`src/rtl/interrupt_controller_v3.sv`:
```
// APB-slave interrupt controller: NUM_IRQ request lines with per-line enable,
// edge/level mode, polarity and pending latch, plus a fixed-priority claim register.
//
// state    | meaning
// ST_IDLE  | no transfer in progress, waiting for a setup phase
// ST_WAIT  | access cycle 1 (wait state), pready_o low, read data sampled at exit
// ST_READY | access cycle 2, pready_o high, writes/claim commit at exit
module interrupt_controller_v3 #(
    parameter int NUM_IRQ     = 8,
    parameter int SYNC_STAGES = 2
) (
    input  logic               pclk_i,
    input  logic               rst_i,
    input  logic               psel_i,
    input  logic               penable_i,
    input  logic               pwrite_i,
    input  logic [31:0]        paddr_i,
    input  logic [31:0]        pwdata_i,
    output logic [31:0]        prdata_o,
    output logic               pready_o,
    output logic               pslverr_o,
    input  logic [NUM_IRQ-1:0] irq_trigger_i,
    output logic               enable_o,
    output logic               interrupt_o
);

    typedef enum logic [1:0] {
        ST_IDLE,
        ST_WAIT,
        ST_READY
    } apb_state_t;

    localparam logic [5:0] OFF_CTRL  = 6'd0;
    localparam logic [5:0] OFF_IER   = 6'd1;
    localparam logic [5:0] OFF_MODE  = 6'd2;
    localparam logic [5:0] OFF_POL   = 6'd3;
    localparam logic [5:0] OFF_IPR   = 6'd4;
    localparam logic [5:0] OFF_CLAIM = 6'd5;
    localparam logic [5:0] OFF_RAW   = 6'd6;

    apb_state_t state_q, state_n;

    logic [NUM_IRQ-1:0] sync_q [SYNC_STAGES];
    logic [NUM_IRQ-1:0] raw;
    logic [NUM_IRQ-1:0] s_q, s_prev_q, rise;
    logic               gen_q;
    logic [NUM_IRQ-1:0] ier_q, mode_q, pol_q, ipr_q;
    logic [NUM_IRQ-1:0] mode_n, ipr_n, active, w1c, claim_clr, clr;

    logic [5:0]  offset;
    logic [31:0] rd_data;
    logic        rd_err;
    logic        claim_valid;
    logic [4:0]  claim_id;

    logic [5:0]  sel_q;
    logic        wr_q, err_q, claim_hit_q;
    logic [4:0]  claim_id_q;
    logic        sample, commit;
    logic        we_ctrl, we_ier, we_mode, we_pol, we_ipr;

    logic unused_apb;
    assign unused_apb = &{1'b0, paddr_i[31:8], paddr_i[1:0], pwdata_i};

    assign offset   = paddr_i[7:2];
    assign raw      = sync_q[SYNC_STAGES-1];
    assign rise     = s_q & ~s_prev_q;
    assign active   = ipr_q & ier_q;
    assign pready_o = (state_q == ST_READY);
    assign enable_o = gen_q;

    always_ff @(posedge pclk_i) begin
        if (rst_i) begin
            for (int k = 0; k < SYNC_STAGES; k++) sync_q[k] <= '0;
        end else begin
            sync_q[0] <= irq_trigger_i;
            for (int k = 1; k < SYNC_STAGES; k++) sync_q[k] <= sync_q[k-1];
        end
    end

    // Lowest index wins: scan downward so the last hit is the smallest.
    always_comb begin
        claim_valid = |active;
        claim_id    = '0;
        for (int i = NUM_IRQ - 1; i >= 0; i--) begin
            if (active[i]) claim_id = 5'(i);
        end
    end

    always_comb begin
        rd_data = '0;
        rd_err  = 1'b0;
        case (offset)
            OFF_CTRL:  rd_data[0] = gen_q;
            OFF_IER:   rd_data[NUM_IRQ-1:0] = ier_q;
            OFF_MODE:  rd_data[NUM_IRQ-1:0] = mode_q;
            OFF_POL:   rd_data[NUM_IRQ-1:0] = pol_q;
            OFF_IPR:   rd_data[NUM_IRQ-1:0] = ipr_q;
            OFF_CLAIM: begin
                rd_data[31]  = claim_valid;
                rd_data[4:0] = claim_id;
                rd_err       = pwrite_i;
            end
            OFF_RAW: begin
                rd_data[NUM_IRQ-1:0] = raw;
                rd_err               = pwrite_i;
            end
            default:   rd_err = 1'b1;
        endcase
    end

    always_comb begin
        state_n = state_q;
        case (state_q)
            ST_IDLE:  if (psel_i && !penable_i) state_n = ST_WAIT;
            ST_WAIT:  state_n = (psel_i && penable_i) ? ST_READY : ST_IDLE;
            ST_READY: state_n = ST_IDLE;
            default:  state_n = ST_IDLE;
        endcase
    end

    assign sample = (state_q == ST_WAIT) && psel_i && penable_i;
    assign commit = (state_q == ST_READY) && psel_i && penable_i && !err_q;

    always_ff @(posedge pclk_i) begin
        if (rst_i) begin
            state_q     <= ST_IDLE;
            prdata_o    <= '0;
            pslverr_o   <= 1'b0;
            sel_q       <= '0;
            wr_q        <= 1'b0;
            err_q       <= 1'b0;
            claim_hit_q <= 1'b0;
            claim_id_q  <= '0;
        end else begin
            state_q <= state_n;
            if (sample) begin
                prdata_o    <= pwrite_i ? '0 : rd_data;
                pslverr_o   <= rd_err;
                sel_q       <= offset;
                wr_q        <= pwrite_i;
                err_q       <= rd_err;
                claim_hit_q <= !pwrite_i && (offset == OFF_CLAIM) && claim_valid;
                claim_id_q  <= claim_id;
            end else begin
                prdata_o  <= '0;
                pslverr_o <= 1'b0;
            end
        end
    end

    assign we_ctrl = commit && wr_q && (sel_q == OFF_CTRL);
    assign we_ier  = commit && wr_q && (sel_q == OFF_IER);
    assign we_mode = commit && wr_q && (sel_q == OFF_MODE);
    assign we_pol  = commit && wr_q && (sel_q == OFF_POL);
    assign we_ipr  = commit && wr_q && (sel_q == OFF_IPR);

    assign mode_n = we_mode ? pwdata_i[NUM_IRQ-1:0] : mode_q;
    assign w1c    = we_ipr ? pwdata_i[NUM_IRQ-1:0] : '0;
    assign clr    = w1c | claim_clr;

    // The claimed id is the one captured with the read data, not a re-evaluation.
    always_comb begin
        claim_clr = '0;
        for (int i = 0; i < NUM_IRQ; i++) begin
            claim_clr[i] = commit && claim_hit_q && (claim_id_q == 5'(i));
        end
    end

    // Level lines follow s under the new mode; a level-to-edge switch starts clean.
    always_comb begin
        ipr_n = '0;
        for (int i = 0; i < NUM_IRQ; i++) begin
            if (!mode_n[i])      ipr_n[i] = s_q[i];
            else if (!mode_q[i]) ipr_n[i] = 1'b0;
            else                 ipr_n[i] = rise[i] | (ipr_q[i] & ~clr[i]);
        end
    end

    always_ff @(posedge pclk_i) begin
        if (rst_i) begin
            s_q         <= '0;
            s_prev_q    <= '0;
            gen_q       <= 1'b0;
            ier_q       <= '0;
            mode_q      <= '0;
            pol_q       <= '0;
            ipr_q       <= '0;
            interrupt_o <= 1'b0;
        end else begin
            s_q         <= raw ^ pol_q;
            s_prev_q    <= s_q;
            ipr_q       <= ipr_n;
            mode_q      <= mode_n;
            if (we_ctrl) gen_q <= pwdata_i[0];
            if (we_ier)  ier_q <= pwdata_i[NUM_IRQ-1:0];
            if (we_pol)  pol_q <= pwdata_i[NUM_IRQ-1:0];
            interrupt_o <= gen_q & |(ipr_q & ier_q);
        end
    end

endmodule
```
`config.mk`:
```
export PLATFORM = sky130hd
export DESIGN_NAME = interrupt_controller_v3
export DESIGN_NICKNAME = d
export VERILOG_FILES = /design/src/rtl/interrupt_controller_v3.sv
export SDC_FILE = /design/constraint.sdc
export NUM_CORES = 1
export LEC_CHECK = 0
export BUFFER_PORTS_ARGS = -buffer_cell sky130_fd_sc_hd__buf_2
export CAP_MARGIN = 20
export CORE_MARGIN = 3
export CORE_UTILIZATION = 56
export DETAILED_ROUTE_END_ITERATION = 12
export PLACE_DENSITY = 0.95
export SYNTH_ARGS = -nofsm -noshare
export SYNTH_HDL_FRONTEND = slang
export SYNTH_SLANG_ARGS = --single-unit
```
`constraint.sdc`:
```
create_clock -name pclk_i -period 3.1 [get_ports pclk_i]
set_clock_uncertainty 0.05 [all_clocks]
set_input_delay 0.155 -clock pclk_i [delete_from_list [all_inputs] [get_ports pclk_i]]
set_output_delay 0.155 -clock pclk_i [all_outputs]
set_load 0.03 [all_outputs]
```
Word level (Yosys, flattened, before mapping)
Memory sizes are Yosys's and may differ from the RTL's.
Cells that the tools add are included.

cells by class
  bitwise operators = 34
  mux-type cells = 38
  reductions and logical operators = 37
  equality and inequality tests = 20

operators by type and width
  kind                                                              count
  5-bit two-way mux                                                 7
  8-bit two-way mux                                                 4
  6-bit by 2-bit == test with 1-bit output (second input constant)  4
  6-bit by 3-bit == test with 1-bit output (second input constant)  4
  1-bit logical AND                                                 24
  4-bit one-hot mux with 6 select lines                             1
  5-bit by 3-bit == test with 1-bit output (second input constant)  4
  1-bit two-way mux                                                 19
  8-bit AND                                                         2
  3-bit one-hot mux with 5 select lines                             1
  6-bit by 1-bit == test with 1-bit output (second input constant)  2
  6-bit zero test                                                   2
  5-bit by 2-bit == test with 1-bit output (second input constant)  2
  1-bit inverter                                                    10
  1-bit OR                                                          10
  1-bit AND                                                         9
  8-bit inverter                                                    1
  8-bit OR                                                          1
  8-bit OR reduction                                                1
  8-bit bitwise XOR                                                 1
  1-bit one-hot mux with 7 select lines                             1
  5-bit by 1-bit == test with 1-bit output (second input constant)  1
  5-bit zero test                                                   1
  5-bit OR reduction                                                1
  12 further kinds                                                  16

storage, ports and cells
  bits of input ports = 77
  memories = 1
  output and inout bits = 36
  memory bits (writable) = 16
  flip-flop bits (word level) = 99

memories
  memory  depth  width  read ports  clocked after Yosys merged registers in  write ports  line  RTL
  sync_q  2      8      2           0                                        2            43    logic [NUM_IRQ-1:0] sync_q [SYNC_STAGES];

Longest topological paths before layout
  depth after elaboration = 13
  depth in mapped cells = 8
  mapped depth without buffers = 5

Worst setup path after synthesis
OpenSTA, ideal clock, no wires.

  path type = register -> register
  start point = register state_q[0]
  end point = register ier_q[7]
  period minus slack after synthesis = 1.756 ns
  cell stages (with the launch flop) = 8
  arrival time = 1.579 ns
  slack = 1.344 ns
  path buffers = 2
  library setup time = 0.128 ns
  cell sequence = dfxtp_1 > or3b_1 > buf_6 > nor4_4 > nand3b_1 > buf_2 > mux2i_1 > nor2_1

between the ends
  cells in the longest elaborated chain, start to end = 6

RTL lines
  what                            line  RTL
  from (decl)                     41    apb_state_t state_q, state_n;
  from (signal assigned)          136   state_q <= state_n;
  2-bit == test                   123   assign commit = (state_q == ST_READY) && psel_i && penable_i && !err_q;
  1-bit logical AND (3 in a row)  123
  1-bit logical AND (2 in a row)  153   assign we_ier = commit && wr_q && (sel_q == OFF_IER);
  to (signal assigned)            196   if (we_ier) ier_q <= pwdata_i[NUM_IRQ-1:0];
  to (decl)                       47    logic [NUM_IRQ-1:0] ier_q, mode_q, pol_q, ipr_q;

No other way between the ends.
A chain may end at the register's enable or synchronous reset.

Worst setup path after layout
  start point = register state_q[0]
  end point = register ipr_q[3]

between the ends
  cells in the longest elaborated chain, start to end = 13
  elaborated cells between the ends (all ways) = 17

RTL lines
  what                              line      RTL
  2-bit == test *                   123
  1-bit logical AND * (3 in a row)  123
  1-bit logical AND                 154, 156
  1-bit logical AND                 156       assign we_ipr = commit && wr_q && (sel_q == OFF_IPR);
  8-bit two-way mux                 159       assign w1c = we_ipr ? pwdata_i[NUM_IRQ-1:0] : '0;
  8-bit OR                          160       assign clr = w1c | claim_clr;
  1-bit inverter                    176       else ipr_n[i] = rise[i] | (ipr_q[i] & ~clr[i]);
  1-bit AND                         176
  1-bit OR                          176
  1-bit two-way mux                 175       else if (!mode_q[i]) ipr_n[i] = 1'b0;
  1-bit two-way mux *               174       if (!mode_n[i]) ipr_n[i] = s_q[i];
  to (signal assigned)              193       ipr_q <= ipr_n;
  to (decl)                         47

Every way passes the cells marked *; elsewhere a longest branch is shown, timed or not.

==> summary.md <==
| Metric | Value |
|---|---|
| TritonCTS Buffers | `9` |
| Fillcell total | `522` |
| Nets@finish | `596` |
| Clock buffer depth | `2` |
| RSZ-0062 raised after global routing | `false` |
| Die width | `between 90 and 100 um` |
| Mux contribution to synthesized area | `~4.8%` |
| Synthesized area per cell | `between 8 and 9 um^2` |
| Core area | `between 6000 and 7000 um^2` |
| Clock tree sinks | `90` |
| Post-Synth Adder-Cell Area | `less than 1%` |
| Ys Warns | `0` |
| Routed Antenna Nets | `0` |
| Peak supply drop | `about 0.30 mV` |
| Setup Viol. Count Final | `0` |
| Root Driver | `clkbuf_8` |
| Initial antenna violation count | `0` |
| I/O pin count | `about 110` |
| Worst reg2reg setup slack | `between 0.5 and 0.6 ns` |
| CP top delay family | `simple AND/OR/NAND/NOR gates` |
| Tmin final | `between 2 and 3 ns` |
| Compound-Gate Fraction of Synth Area | `~15%` |
| Hpwl dp | `slightly below 7 mm` |
| Post-synth design cell area | `roughly 4000 um^2` |
| Main synth FF type | `dfxtp_1` |
| EDFF count, synth | `0` |
| Period utilization | `roughly four fifths` |
| Worst path arrival time | `~2.7 ns` |
| Setup TNS | `0 ns` |
| H-tree Lvls | `3` |
| Worst-path maximum fanout | `20` |
| I/O Buffers | `39` |
| Max Slew Vio Count | `0` |
| Final Util | `between 60% and 70%` |
| Slowest-stage cell, CP | `nor4_4` |
| CTS tree | `yes` |
| Netlist cell types | `45` |
| Gr ovfl total | `0` |
| Via count | `roughly 3700` |
| Ys async rst share | `0%` |
| Vias per cell | `5.93` |
| First drt pass iteration count | `7` |
| Slowest stage delay, CP | `0.71 ns` |
| Leak | `between 0.0015 and 0.002 uW` |
| Largest net degree at the start of global routing | `38` |
| Layout cells sized above 1 | `roughly 14%` |
| Slew at the pin closest to its max-slew limit | `a little over 0.7 ns` |
| Total track usage | `24.2%` |
| Starting Density | `~60%` |
| Area grow syn2layout | `11.9%` |
| CP Class | `reg -> reg` |
| Seq/Total Area, Yosys | `between 40 and 50%` |
| Largest family of logic cells by synthesized area | `simple AND/OR/NAND/NOR gates` |
| 1st-iter DRT viols | `600` |
| Rows | `30` |
| Vias in the first global route | `roughly 3400` |
| Xor/xnor cell area share of the yosys netlist | `1.75%` |
| Clock-pin slew on the worst setup and hold paths | `0.08 ns` |
| Area share of and/or/nand/nor cells after synthesis | `approximately a quarter` |
| Die area | `8210 um^2` |
| DRC viols | `0` |
| Post-CTS sizing | `0` |
| Status | `completed` |
| PD cells | `between 400 and 500 nW/um^2` |
| First-pass GRT wire length | `around 16 mm` |
| Synth Register Bits | `90` |
| CP endpoint kind | `register` |
| Routability cong. | `around 0.9` |
| Worst path bufs/invs | `1` |
| Slew HR | `between 50% and 60%` |
| Worst path cell trace | `or3b_1 > nor4_4 > buf_4 > nor3_1 > a21oi_1 > nand3_1` |
| Fmax | `399 MHz` |
| Fin. Hold Viols | `0` |
| Die Y | `90.6 um` |
| Cells after Synth | `roughly 480` |
| Max-cap violations | `0` |
| Worst min path class | `in -> reg` |
| Final WL | `roughly 10 mm` |
| Routed WL per cell | `about 16 um` |
| # diodes | `0` |
| Worst EP required | `between 3 and 4 ns` |
| Skew-Pair Late Insertion Delay | `0.36 ns` |
| CP Launch Type | `register` |
==> tightest hold or removal path, stage by stage <==
cell and delay [ns]:
buf_2 0.11, nand2_1 0.05, a21oi_1 0.05
==> sequential cells by signal (all words and copies together) (netlist names), 2 cells and up <==
| signal | count |
|---|---|
| state_q | 2 |
| claim_id_q | 3 |
| s_prev_q | 8 |
| ier_q | 8 |
| sync_q | 16 |
| sel_q | 6 |
| ipr_q | 8 |
| s_q | 8 |
| mode_q | 8 |
| pol_q | 8 |
| prdata_o | 9 |
==> per-stage QoR <==
step | cell area (um^2) | setup slack, ns | hold slack, ns | cells | total power, uW
after floorplan | 4090 | 1.34 | 0.182 | 497 | 1320
after global placement | 4190 | 0.746 | 0.312 | 595 | 1340
after detailed placement | 4190 | 0.667 | 0.320 | 595 | 1340
after CTS | 4490 | 0.654 | 0.000832 | 619 | 2150
after global routing | 4490 | 0.506 | 0.00892 | 619 | 2220
final | 4490 | 0.596 | 0.00343 | 619 | 2160
==> synth_stat cells, types with 2 or more instances <==
cell type	instances	area share (%)
clkbuf_1	11	1.0
a22oi_1	9	1.7
a21oi_1	44	5.5
buf_4	25	4.7
nor2_1	40	3.7
o21ai_0	2	0.25
mux2i_1	9	2.2
buf_6	2	0.56
a222oi_1	2	0.50
buf_2	4	0.50
xnor2_1	8	1.7
and3_1	2	0.31
mux2_2	7	2.0
nand2_1	88	8.2
a21boi_0	2	0.37
nor3b_1	4	0.75
nor4_1	3	0.47
nand3b_1	2	0.37
a22o_1	9	2.0
nor2b_1	29	4.5
o211ai_1	16	3.0
buf_1	3	0.28
nor4b_1	2	0.44
dfxtp_1	90	45
inv_1	8	0.75
a31oi_1	2	0.31
nand3_1	17	2.1
nand2b_1	2	0.31
nor3_1	17	2.1
==> timing repair <==
item / in CTS / in global routing
setup endpoints to repair: 0 / 0
hold buffers: 9 / 0
endpoints found under the hold margin: 9 / 0
buffers inserted: 0 / 0
==> layout by cell type (no fill, tap or decap), types with 2 or more instances in the layout <==
cell,count
dfxtp_1,90
nand2_1,88
a21oi_1,44
nor2_1,40
buf_2,39
nor2b_1,29
conb_1,23
nand3_1,17
nor3_1,17
o211ai_1,16
clkbuf_8,12
a22oi_1,9
a22o_1,9
mux2i_1,9
dlygate4sd3_1,9
inv_1,8
xnor2_1,8
buf_4,8
mux2_2,7
nor3b_1,4
nor4_1,3
nor4_4,2
and3_1,2
nor4b_1,2
nand2b_1,2
a31oi_1,2
a222oi_1,2
o21ai_0,2
a21boi_0,2
nand3b_1,2
==> power by group <==
part	switching, uW	internal [uW]
logic	103	42.8
clock network	393	434
registers	11.1	1170
total	508	1650
==> worst paths after layout <==
check,start,endpoint,cells past startpoint
max,state_q[0]$_SDFFE_PP0P_,ipr_q[3]$_SDFF_PP0_,6
min,paddr_i[6],sel_q[4]$_SDFFE_PP0P_,3
max reg2reg,state_q[0]$_SDFFE_PP0P_,ipr_q[3]$_SDFF_PP0_,6
min reg2reg,sync_q[0][5]$_SDFF_PP0_,sync_q[0][13]$_SDFF_PP0_,1
==> layout make-up <==
type,instances,area (um^2),share of cell area (%)
clock buffers,13,169,3.76
clock inverters,2,35.0,0.781
inverters,8,30.0,0.669
multi-input cells,354,1990,44.3
flip-flops and latches,90,1800,40.1
well taps,96,120,2.68
repair buffers,56,345,7.69
==> cell families (layout without fill, tap and decap cells) <==
family | after synthesis | after routing
other | 1 | 23
adders and majority gates | 1 | 1
AOI/OAI and AO/OA | 91 | 91
muxes | 17 | 17
DFF | 90 | 90
buffers and inverters | 53 | 79
xor gates and xnor gates | 8 | 8
and+or+nand+nor | 214 | 214
==> per-layer routing <==
layer	global-route usage (%)	wire length [um]	part of all wire (%)
met2	39.4	4770	47
met1	28.5	3770	37
met5	0	0	0
met4	14.0	487	4.8
met3	6.92	1150	11
No activity file was read; power rests on OpenSTA's default activity.
